===== config.mk =====
export PLATFORM = sky130hd
export DESIGN_NAME = sample_pack4
export DESIGN_NICKNAME = d
export VERILOG_FILES = /design/src/rtl/sample_pack4.sv
export SDC_FILE = /design/constraint.sdc
export NUM_CORES = 1
export LEC_CHECK = 0
export BUFFER_PORTS_ARGS = -buffer_cell sky130_fd_sc_hd__buf_2
export CORE_MARGIN = 2
export CORE_UTILIZATION = 40
export CTS_BUF_LIST = sky130_fd_sc_hd__clkbuf_16
export DETAILED_ROUTE_END_ITERATION = 8
export PLACE_DENSITY = 0.6
export SLEW_MARGIN = 40
export SYNTH_ARGS = -nofsm -noshare
export SYNTH_HDL_FRONTEND = slang
export SYNTH_SLANG_ARGS = --single-unit
export TNS_END_PERCENT = 20

===== constraint.sdc =====
create_clock -name clk -period 3 [get_ports clk]
set_clock_uncertainty 0.2 [all_clocks]
set_input_delay 0.15 -clock clk [delete_from_list [all_inputs] [get_ports clk]]
set_output_delay 0.15 -clock clk [all_outputs]
set_load 0.05 [all_outputs]

===== src/rtl/sample_pack4.sv =====
// sample_pack4 -- packs 2-bit GPS front-end samples (sign, magnitude) into
// bytes of four samples, MSB-first, entirely in the sample clock domain.
// Completed bytes pass through a one-cycle staging register and then enter a
// 2-entry output FIFO drained through a valid/ready handshake. Bytes arriving
// at a full FIFO with no pop that cycle are dropped and counted.
//
// Ports:
//   clk            sample clock, rising edge
//   reset          asynchronous, active-high; clears all state
//   sample_in[1:0] sample, bit 1 = sign, bit 0 = magnitude
//   sample_en      sample_in valid this cycle
//   sync           restart packing at slot 0, discarding any partial byte
//   byte_out[7:0]  head of output FIFO
//   byte_valid     FIFO non-empty
//   byte_ready     consumer takes byte_out when byte_valid is high
//   overflow       sticky drop flag
//   drop_count     saturating count of dropped bytes
//   clear_overflow clears overflow and drop_count (a same-cycle drop wins)
module sample_pack4 (
  input  logic       clk,
  input  logic       reset,
  input  logic [1:0] sample_in,
  input  logic       sample_en,
  input  logic       sync,
  output logic [7:0] byte_out,
  output logic       byte_valid,
  input  logic       byte_ready,
  output logic       overflow,
  output logic [7:0] drop_count,
  input  logic       clear_overflow
);

  // packer state: slot counter and the upper six bits of the byte in progress
  logic [1:0] slot_q, slot_d, slot_eff;
  logic [5:0] part_q, part_d, part_eff;
  // staging register: completed byte, pushed into the FIFO one edge later
  logic       stg_vld_q, stg_vld_d;
  logic [7:0] stg_q, stg_d;
  // 2-entry FIFO, entry 0 is the head and drives byte_out directly
  logic [7:0] mem0_q, mem0_d, mem1_q, mem1_d;
  logic [1:0] cnt_q, cnt_d;
  logic       ovf_q, ovf_d;
  logic [7:0] dc_q, dc_d;
  logic       pop, drop;

  // A sync in the same cycle as sample_en makes that sample slot 0.
  always_comb begin
    slot_eff  = sync ? 2'd0 : slot_q;
    part_eff  = sync ? 6'd0 : part_q;
    slot_d    = slot_eff;
    part_d    = part_eff;
    stg_vld_d = 1'b0;
    stg_d     = stg_q;
    if (sample_en) begin
      slot_d = slot_eff + 2'd1;
      case (slot_eff)
        2'd0: part_d = {sample_in, 4'b0000};
        2'd1: part_d = {part_eff[5:4], sample_in, 2'b00};
        2'd2: part_d = {part_eff[5:2], sample_in};
        default: begin
          part_d    = 6'd0;
          stg_vld_d = 1'b1;
          stg_d     = {part_eff, sample_in};
        end
      endcase
    end
  end

  assign pop  = (cnt_q != 2'd0) && byte_ready;
  // a pop in the same cycle frees a slot, so a full FIFO only drops without one
  assign drop = stg_vld_q && (cnt_q == 2'd2) && !pop;

  always_comb begin
    mem0_d = mem0_q;
    mem1_d = mem1_q;
    cnt_d  = cnt_q;
    if (pop) begin
      mem0_d = mem1_q;
      cnt_d  = cnt_q - 2'd1;
    end
    if (stg_vld_q && !drop) begin
      if (cnt_d == 2'd0) mem0_d = stg_q;
      else               mem1_d = stg_q;
      cnt_d = cnt_d + 2'd1;
    end
  end

  // clear is applied first so a coincident drop leaves overflow=1, count=1
  always_comb begin
    ovf_d = ovf_q;
    dc_d  = dc_q;
    if (clear_overflow) begin
      ovf_d = 1'b0;
      dc_d  = 8'd0;
    end
    if (drop) begin
      ovf_d = 1'b1;
      if (dc_d != 8'hFF) dc_d = dc_d + 8'd1;
    end
  end

  always_ff @(posedge clk or posedge reset) begin
    if (reset) begin
      slot_q    <= 2'd0;
      part_q    <= 6'd0;
      stg_vld_q <= 1'b0;
      stg_q     <= 8'd0;
      mem0_q    <= 8'd0;
      mem1_q    <= 8'd0;
      cnt_q     <= 2'd0;
      ovf_q     <= 1'b0;
      dc_q      <= 8'd0;
    end else begin
      slot_q    <= slot_d;
      part_q    <= part_d;
      stg_vld_q <= stg_vld_d;
      stg_q     <= stg_d;
      mem0_q    <= mem0_d;
      mem1_q    <= mem1_d;
      cnt_q     <= cnt_d;
      ovf_q     <= ovf_d;
      dc_q      <= dc_d;
    end
  end

  assign byte_out   = mem0_q;
  assign byte_valid = (cnt_q != 2'd0);
  assign overflow   = ovf_q;
  assign drop_count = dc_q;

endmodule


=== Word level (Yosys, flattened, before mapping) ===
Cells that the tools add are included.

* Output and inout bits: 18
* Bits of input ports: 8
* Word-level logic and storage cells: 49
* Register bits: 44

* Reduce and logical (&&, ||, !) cells: 13
* Add/subtract/negate cells: 4
* Bitwise logic cells: 2
* Eq/ne operators: 4
* Multiplexer cells: 17

{| class="wikitable"
|+ Operators with widths
! cell !! number
|-
| 8-bit 2-to-1 mux || 6
|-
| 6-bit case mux with 3 select lines || 1
|-
| 6-bit 2-to-1 mux || 2
|-
| 8-bit by 1-bit adder with 8-bit output (second input constant) || 1
|-
| 2-bit 2-to-1 mux || 4
|-
| 8-bit != test (second input constant) || 1
|-
| 2-bit by 1-bit adder with 2-bit output (second input constant) || 2
|-
| 2-bit equality test (second input constant) || 2
|-
| 1-bit logical AND || 4
|-
| 2-bit zero test || 2
|-
| 1-bit 2-to-1 mux || 4
|-
| 2-bit AND reduction || 2
|-
| 2-bit nonzero test || 2
|-
| 3-bit OR reduction || 1
|-
| 2-bit by 1-bit equality test with 1-bit output (second input constant) || 1
|-
| 1-bit zero test || 2
|-
| 1-bit inverter || 2
|-
| 2-bit by 1-bit subtractor with 2-bit output (second input constant) || 1
|}

=== Longest topological paths before layout ===
* Depth in word-level cells: 7
* Depth in mapped cells: 11
* Depth with buffers taken out: 9

=== Least setup slack after synthesis ===
OpenSTA, ideal clock, no wires.

* Path kind: register to register
* Start point: register cnt_q[0]
* End point: register mem1_q[0]
* Path slack: 0.654 ns
* Data arrival time: 2.021 ns
* Library setup time: 0.125 ns
* Clock period less this slack: 2.346 ns
* Buffers on the path: 2
* Stages on the path, launching flop included: 10
* Data required time: 2.675 ns
* Cells stage by stage: dfrtp_1 -> inv_1 -> ha_1 -> nand2b_4 -> clkbuf_1 -> a21oi_1 -> ha_1 -> nor2b_4 -> buf_6 -> mux2_4

* Longest elaborated chain between the ends: 7
* Elaborated cells on any way between the ends: 13
* Classes of those cells: add/sub: 1; eq/ne: 1; mux: 1; bitwise: 1; reduce/logical: 9

{| class="wikitable"
|+ Ends and longest elaborated chain
! item !! line !! text
|-
| from (decl) || 41 || <nowiki>logic [1:0] cnt_q, cnt_d;</nowiki>
|-
| from (signal assigned) || 120 || <nowiki>cnt_q <= cnt_d;</nowiki>
|-
| branches (longest 6 deep; another with 2-bit by 1-bit subtractor with 2-bit output) || -- ||
|-
| 2-bit AND reduction (no source line) * || -- ||
|-
| to (signal assigned) || 119 || <nowiki>mem1_q <= mem1_d;</nowiki>
|-
| to (decl) || 40 || <nowiki>logic [7:0] mem0_q, mem0_d, mem1_q, mem1_d;</nowiki>
|}

Mark *: on every way between the ends.
A chain may end at the register's enable or synchronous reset.

=== Worst setup path after layout ===
* Start point: register cnt_q[0]
* End point: register mem1_q[2]

The elaborated chain is that of the path after synthesis.

==> out/qor.csv <==
stage;metric;value;unit
timing;Slew HR;52.2;%
timing;Min Hold Slack;0.0405;ns
floorplan;# rows;26;
setup_path;Critical Path, Cell by Cell;inv_1 > ha_1 > nor2b_4 > xnor2_1 > ha_1 > nor2b_4 > mux2_4;
global_route;total track usage;13.7;%
clocking;Clock Latency Late Sink;0.28;ns
place;routability congestion estimate;0.741;
clocking;CTS hold repair buffers;4;
layout;Storage cell area;1100;um2
clocking;clk sinks;44;
yosys;share of synthesized flip-flops with an asynchronous set or reset;100;%
timing;crit share post-route;79.8;%
setup_path;CP Depth;7;
place;Placed Cells;288;
layout;Filler cells;484;
clocking;post-CTS resize count;0;
yosys;sequential cell area fraction in the yosys report;50.5;%
routing;DR DRC count;0;
yosys;synthesized flop and latch total;44;
pwr;power density over the cells;655;nW/um2
layout;area occupied by multi-input gates;991;um2
routing;Via density;5.14;
yosys;ys flop type;dfrtp_1;
yosys;Area contributors post-synth;dfrtp_1, mux2_4, nand2_1;
place;Port Buf Inserts;25;
global_route;antenna violations before repair;0;
setup_path;crit start category;flip-flop;
pwr;clock share of power;36.4;%
routing;via count;1541;
setup_path;crit path max-delay cell type;dfrtp_1;
run;max_cap viols;0;
clocking;root buf cell;clkbuf_16;
clocking;post-CTS setup buffers;0;
floorplan;starting density of the core;42.2;%
floorplan;die height;77.8;um
layout;post-route insts no fill;300;
layout;share of cells above drive strength 1;24.8;%
timing;actual transition at the worst max-transition pin;0.713;ns
yosys;Synth top area share;50.5;%
setup_path;Top delay family on crit path;simple AND/OR/NAND/NOR gates;
pwr;sequential share of power;40.6;%
yosys;Synth area leader;dfrtp_1;
setup_path;critical path data arrival time;2.36;ns
place;Post-DP Area;2350;um2
yosys;synthesized instance count;200;
layout;fin nets;245;
pwr;Pwr Total;0.00168;W
floorplan;Ports;26;
yosys;most common cell in the netlist;dfrtp_1;
global_route;pin count of the biggest net entering global routing;26;
yosys;Post-synth EDFFs;0;
clocking;CTS tree;built;
pwr;Leak;1.27;nW
hold_path;Hold Crit Class;in2reg;
timing;Hold Fails Final Rpt;0;
clocking;total CTS buffers;5;
layout;Synth-to-Final Area Change;17.4;%
setup_path;crit end category;flip-flop;
global_route;first-pass GRT wire length;6.52;mm
setup_path;required time worst endpoint;2.96;ns
routing;ANT nets after route;0;
place;DP Wirelength;2.75;mm
run_status;outcome;complete, no violations;
pwr;Max IR drop VDD;0.000271;V
pwr;sw frac;29.9;%
clocking;H-tree depth;2;
setup_path;reg2reg setup slack;0.61;ns
yosys;syn_nets;216;
pwr;internal power;0.00118;W
routing;drt pass-1 iters;4;
timing;RSZ-0062 raised after global routing;no;
floorplan;die width;77.8;um
hold_path;hold path cells;2;
setup_path;Buf/Inv on CP;1;
yosys;Synth Cell Area;2180;um2
floorplan;CORE AREA;5170;um2
clocking;Clk pin slew, worst setup/hold paths;0.06;ns
floorplan;die area;6060;um2
timing;Tmin final;2.39;ns
yosys;Synth warnings;0;
setup_path;r2r worst-path depth;7;
routing;Total Routed Length;3.87;mm
timing;setup tns final;0;ns
yosys;Syn Area/Cell;10.9;um2
pwr;Gate power share;23.0;%
routing;Starting DRT DRC Count;74;
layout;post-route design area;2560;um2
setup_path;Max FO, Critical Path;14;
setup_path;Worst path max stage delay;0.36;ns
global_route;vias in the first global route;1398;
routing;routed len/inst;12.9;um
timing;Final setup viols;0;
setup_path;path type of the worst setup path;reg2reg;
layout;diode count;0;
pwr;net load switching power;0.000502;W
yosys;commonest cells in the synthesized netlist;dfrtp_1, nand2_1, nor2_1;
yosys;Unique masters post-synth;41;
timing;fin. max-slew vios;0;
timing;Max Freq;0.418;GHz
clocking;Max Root-Sink Buffers;2;
global_route;gr ovfl total;0;
registers in the layout, indices dropped and copies added, names as in the netlist:
name	cells
cnt_q	2
stg_q	8
part_q	6
overflow	1
stg_vld_q	1
byte_out	8
drop_count	8
mem1_q	8
slot_q	2
power by group through the flow:
stage | logic [W] | clock network [W] | registers [W]
2_1_floorplan | 0.000280 | 0 | 0.000724
3_3_place_gp | 0.000382 | 0 | 0.000690
3_5_place_dp | 0.000386 | 0 | 0.000691
4_1_cts | 0.000392 | 0.000630 | 0.000680
5_1_grt | 0.000423 | 0.000654 | 0.000688
6_report | 0.000385 | 0.000611 | 0.000681
path summary, 6_finish.rpt:
check                          start            end
min in group asynchronous      reset  drop_count[5]
setup reg to reg            cnt_q[0]      mem1_q[2]
setup / recovery            cnt_q[0]      mem1_q[2]
hold reg to reg            mem1_q[7]      mem1_q[7]
max in group asynchronous      reset      slot_q[1]
hold / removal             sample_en      slot_q[0]
worst reg2reg max path, delay by kind of cell, from the launching register on:
kind          cells  cell delay, ns
simple gates      2            0.68
buf+inv           1            0.09
flops             1            0.36
mux               1            0.33
xor+xnor          1            0.12
fa+ha+maj         2            0.52
cell usage in the layout (no fill, tap or decap), types with 2 or more instances in the layout:
cell and count:
nor2b_1 3, nand2_1 29, a32o_1 2, nor3_1 4
mux2_4 8, buf_2 25, xnor2_1 3, nor2_1 14
ha_1 8, a211oi_1 2, dfrtp_1 44, inv_1 10
dlygate4sd3_1 4, o22ai_1 2, clkbuf_16 5, a31oi_1 12
clkinv_1 2, nor4_4 2, nand2b_1 6, nor2b_4 2
mux2_2 4, o21ai_0 11, nand3_1 5, a21oi_1 4
metrics by stage:
step | worst slack [ns] | utilization (%)
after CTS | 0.596 | 49.5
after floorplan | 0.654 | -
final | 0.605 | 49.5
after global routing | 0.449 | 49.5
after detailed placement | 0.606 | 45.5
after global placement | 0.623 | 45.5
per-layer routing:
layer  global-route usage, %  wire length [um]  up-vias
met5                       0                 0        -
met4                    5.36                63        0
met3                    3.84               177        6
met2                    21.2              1750       32
met1                    18.1              1880      749
li1                        -                 -      754
logic make-up after synthesis:
family | synth area share, %
flops | 50.5
compound gates | 11.6
mux | 8.03
fa+ha+maj | 4.59
simple gates | 20.0
buf+inv | 4.07
xor+xnor | 1.21
final cells by class:
cell class	count	share of cell area (%)
clock buffer	5	4.89
timing repair buffer	30	6.74
clock inverter	3	1.66
multi-input combinational	137	38.7
sequential	44	43.0
tap	70	3.42
inverter	11	1.61
No activity file was read; power rests on OpenSTA's default activity.
